==> src/rtl/spi_pkg.sv <==
// spi_pkg: state encoding, command codes and frame widths shared by the SPI master and slave.
package spi_pkg;
    localparam int FRAME_W = 10;
    localparam int DATA_W  = 8;
    typedef enum logic [2:0] {IDLE, SELECT, SHIFT_OUT, WAIT_RD, SHIFT_IN, DESELECT} state_t;
    typedef enum logic [1:0] {WR_ADDR = 2'b00, WR_DATA = 2'b01, RD_ADDR = 2'b10, RD_DATA = 2'b11} cmd_t;
endpackage

==> src/rtl/spi_master.sv <==
// spi_master: sends a 10-bit command frame MSB first and, for rd-data frames, shifts a byte back in after RD_WAIT idle cycles.
module spi_master
    import spi_pkg::*;
#(
    parameter int RD_WAIT = 3
) (
    input  logic              clk,
    input  logic              rst,
    input  logic              start,
    input  logic [9:0]        cmd_data,
    output logic              busy,
    output logic              done,
    output logic [7:0]        rd_data,
    output logic              rd_valid,
    output logic              ss_n,
    output logic              mosi,
    input  logic              miso
);
    localparam logic [3:0] WAIT_LAST = (RD_WAIT == 0) ? 4'd0 : 4'(RD_WAIT - 1);
    state_t              r_state, w_next;
    cmd_t                r_cmd;
    logic [3:0]          r_cnt;
    logic [FRAME_W-1:0]  r_tx;
    logic [DATA_W-1:0]   r_rx, r_rd_data;
    logic                r_ss_n, r_mosi;
    always_comb begin
        w_next   = r_state;
        busy     = r_state != IDLE;
        done     = r_state == DESELECT;
        rd_valid = r_state == DESELECT && r_cmd == RD_DATA;
        unique case (r_state)
            IDLE:      w_next = start ? SELECT : IDLE;
            SELECT:    w_next = SHIFT_OUT;
            SHIFT_OUT: if (r_cnt == 4'd9) w_next = (r_cmd != RD_DATA) ? DESELECT : (RD_WAIT == 0) ? SHIFT_IN : WAIT_RD;
            WAIT_RD:   if (r_cnt == WAIT_LAST) w_next = SHIFT_IN;
            SHIFT_IN:  if (r_cnt == 4'd7) w_next = DESELECT;
            DESELECT:  w_next = IDLE;
            default:   w_next = IDLE;
        endcase
    end
    // ss_n/mosi are registered from the next state so they line up with the state they belong to
    always_ff @(posedge clk or posedge rst) begin
        if (rst) begin
            r_state   <= IDLE;
            r_cmd     <= WR_ADDR;
            r_cnt     <= 4'd0;
            r_tx      <= '0;
            r_rx      <= '0;
            r_rd_data <= '0;
            r_ss_n    <= 1'b1;
            r_mosi    <= 1'b0;
        end else begin
            r_state <= w_next;
            r_cnt   <= (w_next != r_state) ? 4'd0 : (r_cnt == 4'hF) ? r_cnt : r_cnt + 4'd1;
            r_ss_n  <= w_next == IDLE || w_next == DESELECT;
            r_mosi  <= (w_next == SHIFT_OUT) ? ((r_state == SHIFT_OUT) ? r_tx[FRAME_W-2] : r_tx[FRAME_W-1]) : 1'b0;
            if (r_state == IDLE && start) begin
                r_tx  <= cmd_data;
                r_cmd <= cmd_t'(cmd_data[9:8]);
            end else if (r_state == SHIFT_OUT) begin
                r_tx <= {r_tx[FRAME_W-2:0], 1'b0};
            end
            if (r_state == SHIFT_IN)
                r_rx <= {r_rx[DATA_W-2:0], miso};
            if (r_state == SHIFT_IN && w_next == DESELECT)
                r_rd_data <= {r_rx[DATA_W-2:0], miso};
        end
    end
    assign ss_n    = r_ss_n;
    assign mosi    = r_mosi;
    assign rd_data = r_rd_data;
endmodule

==> config.mk <==
export PLATFORM = sky130hd
export DESIGN_NAME = spi_master
export DESIGN_NICKNAME = d
export VERILOG_FILES = /design/src/rtl/spi_pkg.sv /design/src/rtl/spi_master.sv
export SDC_FILE = /design/constraint.sdc
export NUM_CORES = 1
export LEC_CHECK = 0
export ABC_CLOCK_PERIOD_IN_PS = 5100
export BUFFER_PORTS_ARGS = -buffer_cell sky130_fd_sc_hd__buf_2
export CORE_MARGIN = 3
export CORE_UTILIZATION = 59
export CTS_CLUSTER_SIZE = 10
export DETAILED_ROUTE_END_ITERATION = 7
export GPL_TIMING_DRIVEN = 0
export PLACE_DENSITY_LB_ADDON = 0.08
export SLEW_MARGIN = 20
export SYNTH_ARGS = -nofsm -noshare
export SYNTH_HDL_FRONTEND = slang
export SYNTH_SLANG_ARGS = --single-unit
==> constraint.sdc <==
create_clock -name clk -period 5.1 [get_ports clk]
set_input_delay 1.02 -clock clk [delete_from_list [all_inputs] [get_ports clk]]
set_output_delay 1.02 -clock clk [all_outputs]
set_load 0.02 [all_outputs]
==> impl_metrics.sql <==
INSERT INTO impl_metrics (metric_group, metric, value, unit) VALUES
('timing', 'setup-tns-final', '0', 'ps'),
('yosys', 'synthArstFlopShare', '100', '%'),
('placement', 'port-buffer-count', '26', ''),
('drt', 'postRouteWirelength', '3.13', 'mm'),
('yosys', 'synth.largest_area_cell', 'dfrtp_1', ''),
('worst_setup_path', 'timing.critical_path.required', '4080', 'ps'),
('layout', 'filler_cell_count', '177', ''),
('yosys', 'synth_enable_flop_cells', '0', ''),
('drt', 'number_of_vias_in_the_routed_layout', '1175', ''),
('pwr', 'totalPowerFinal', '1.09', 'mW'),
('worst_setup_path', 'setup.worst_path.class', 'reg -> out', ''),
('worst_setup_path', 'worst_r2r_endpoint', 'rd_data[0]$_DFFE_PP0P_', ''),
('die', 'floorplan.core_area', '0.00259', 'mm2'),
('global_routing', 'antenna_found_initial', '0', ''),
('die', 'chipHeight', '59.2', 'um'),
('layout', 'layout.nets', '193', ''),
('worst_setup_path', 'regToRegStartpoint', 'r_state[1]$_DFF_PP0_', ''),
('clocking', 'cts-resized-gates', '0', ''),
('worst_setup_path', 'worst-r2r-setup-slack', '3080', 'ps'),
('timing', 'max_freq', '403', 'MHz'),
('timing', 'min_period_over_period', '48.6', '%'),
('global_routing', 'first_global_vias', '1135', ''),
('die', 'floorplan.die_area', '0.00350', 'mm2'),
('pwr', 'total_leakage_power', '0.992', 'nW'),
('min_path', 'endpoint_with_the_worst_hold_slack', 'rd_data[7]$_DFFE_PP0P_', ''),
('yosys', 'top_area_cell_type_share_of_the_netlist_area', '52.6', '%'),
('outcome', 'status', 'finished, final reports clean', ''),
('drt', 'antenna_violating_nets_post_route', '0', ''),
('pwr', 'powerDensity', '556', 'mW/mm2'),
('worst_setup_path', 'critical_path_peak_fanout', '10', ''),
('placement', 'finalWeightedCongestion', '0.834', ''),
('clocking', 'cts_setup_buffers', '0', ''),
('placement', 'hpwl', '2.15', 'mm'),
('worst_setup_path', 'timing.critical_path.arrival', '1460', 'ps'),
('worst_setup_path', 'reg2reg_depth', '5', ''),
('die', 'initial_utilization', '64.3', '%'),
('layout', 'drive_above_1_share', '33.9', '%'),
('worst_setup_path', 'crit_path_launch_type', 'flop', ''),
('clocking', 'cts_max_path_buffers', '2', ''),
('yosys', 'synthCells', '143', ''),
('yosys', 'yosysWarnings', '0', ''),
('clocking', 'tritoncts.num_buffers', '5', ''),
('drt', 'drt_first_iter_violations', '68', ''),
('layout', 'synthToLayoutAreaGrowth', '17.7', '%'),
('timing', 'worst_tran_pin_value', '730', 'ps'),
('clocking', 'cts_hold_buf', '0', ''),
('worst_setup_path', 'crit_path_end_kind', 'output port', ''),
('timing', 'hold_violations', '0', ''),
('clocking', 'cts_tree', 'yes', ''),
('job', 'count_of_maximum_capacitance_violations', '0', ''),
('clocking', 'clk_pin_slew', '120', 'ps'),
('yosys', 'ys_seq_area_share', '54.1', '%'),
('die', 'top_level_ports', '27', ''),
('min_path', 'hold_depth', '1', ''),
('clocking', 'numClockSinks', '36', ''),
('drt', 'drc', '0', ''),
('global_routing', 'global_route_wire_length_before_repair', '5.11', 'mm'),
('drt', 'wl_per_cell', '15.1', 'um'),
('die', 'rows', '18', ''),
('global_routing', 'grt_max_degree', '37', ''),
('yosys', 'most_common_cell_in_the_netlist', 'dfrtp_1', ''),
('yosys', 'synth.cell_area', '0.00167', 'mm2'),
('yosys', 'synth.top_cells.by_area', 'dfrtp_1 53%, mux2_2 11%, mux2i_1 6.0%', ''),
('global_routing', 'global_route.overflow_total', '0', ''),
('clocking', 'worst_skew_pair.late_latency', '340', 'ps'),
('global_routing', 'grtUsageTotal', '19.6', '%'),
('layout', 'antenna_cells_inserted', '0', ''),
('timing', 'timing_max_transition_violations_final', '0', ''),
('yosys', 'synth.lib_cells_used.distinct', '35', ''),
('timing', 'final_number_of_setup_violating_endpoints', '0', ''),
('timing', 'skew', '10.9', 'ps');
sequential cells by signal, summed over array words and instances (netlist names):
register / flops
r_tx: 10
rd_data: 8
r_rx: 7
r_cnt: 4
r_state: 3
r_cmd: 2
mosi: 1
ss_n: 1
per-layer routing:
metal | wire length [um] | global-route usage (%) | vias up
met5 | 0 | 0 | -
met4 | 79 | 10.0 | 0
met2 | 1540 | 30.8 | 35
met3 | 144 | 4.58 | 10
met1 | 1370 | 25.2 | 566
li1 | - | - | 564
where the power goes:
group	internal [mW]	leakage (nW)	total (mW)	switching [mW]
registers	0.371	0.472	0.425	0.0540
clock network	0.202	0.0654	0.299	0.0970
logic	0.165	0.455	0.367	0.202
worst max-delay path, stage by stage, from the launching register on:
cell and delay [ps]:
dfrtp_1 410, buf_2 180, or3_1 350, buf_2 180
kinds of logic after synthesis:
family	Yosys count	synth area share [%]
muxes	26	16.8
and+or+nand+nor	43	14.0
DFF	36	54.1
xor gates and xnor gates	2	1.05
buffers and inverters	15	5.03
AOI/OAI and AO/OA	18	6.76
adders and majority gates	3	2.25
worst max-delay path by stage:
stage | from | end | slack [ps] | cells after the start
global placement | rst | r_state[1]$_DFF_PP0_ | 2880 | 2
detailed placement | start | ss_n$_DFF_PP1_ | 2940 | 6
global route | r_state[0]$_DFF_PP0_ | busy | 2560 | 3
finish | r_state[0]$_DFF_PP0_ | busy | 2620 | 3
floorplan | r_state[0]$_DFF_PP0_ | rd_valid | 3030 | 3
CTS | r_state[0]$_DFF_PP0_ | busy | 2620 | 3
per-stage QoR:
stage               instance area [um2]  utilization (%)  hold slack, ps  setup WS (ps)
floorplan                          1670                -             474           3030
global placement                   1830             70.8             486           2880
detailed placement                 1830             70.8             491           2940
CTS                                1960             75.7             518           2620
global route                       1960             75.7             541           2560
finish                             1960             75.7             510           2620
layout by cell type (no fill, tap or decap), types with 3 or more instances in the layout:
cell and count:
dfrtp_1 35, buf_2 27, mux2_2 16, nand2_1 15
nor2_1 11, o21ai_0 10, mux2i_1 10, inv_1 6
clkbuf_4 5, clkbuf_1 3, buf_6 3, nand3_1 3
ha_1 3, bufinv_16 3
final cells by class:
class	count	area (um2)	area share, %
Timing Repair Buffer	26	130	6.63
Multi-Input combinational cell	92	681	34.7
Inverter	7	26.3	1.34
Clock buffer	5	37.5	1.91
Buffer	8	57.6	2.93
Sequential cell	36	902	46.0
Clock inverter	3	90.1	4.59
Tap cell	30	37.5	1.91
Note: power is estimated with default switching activity, not from simulation.
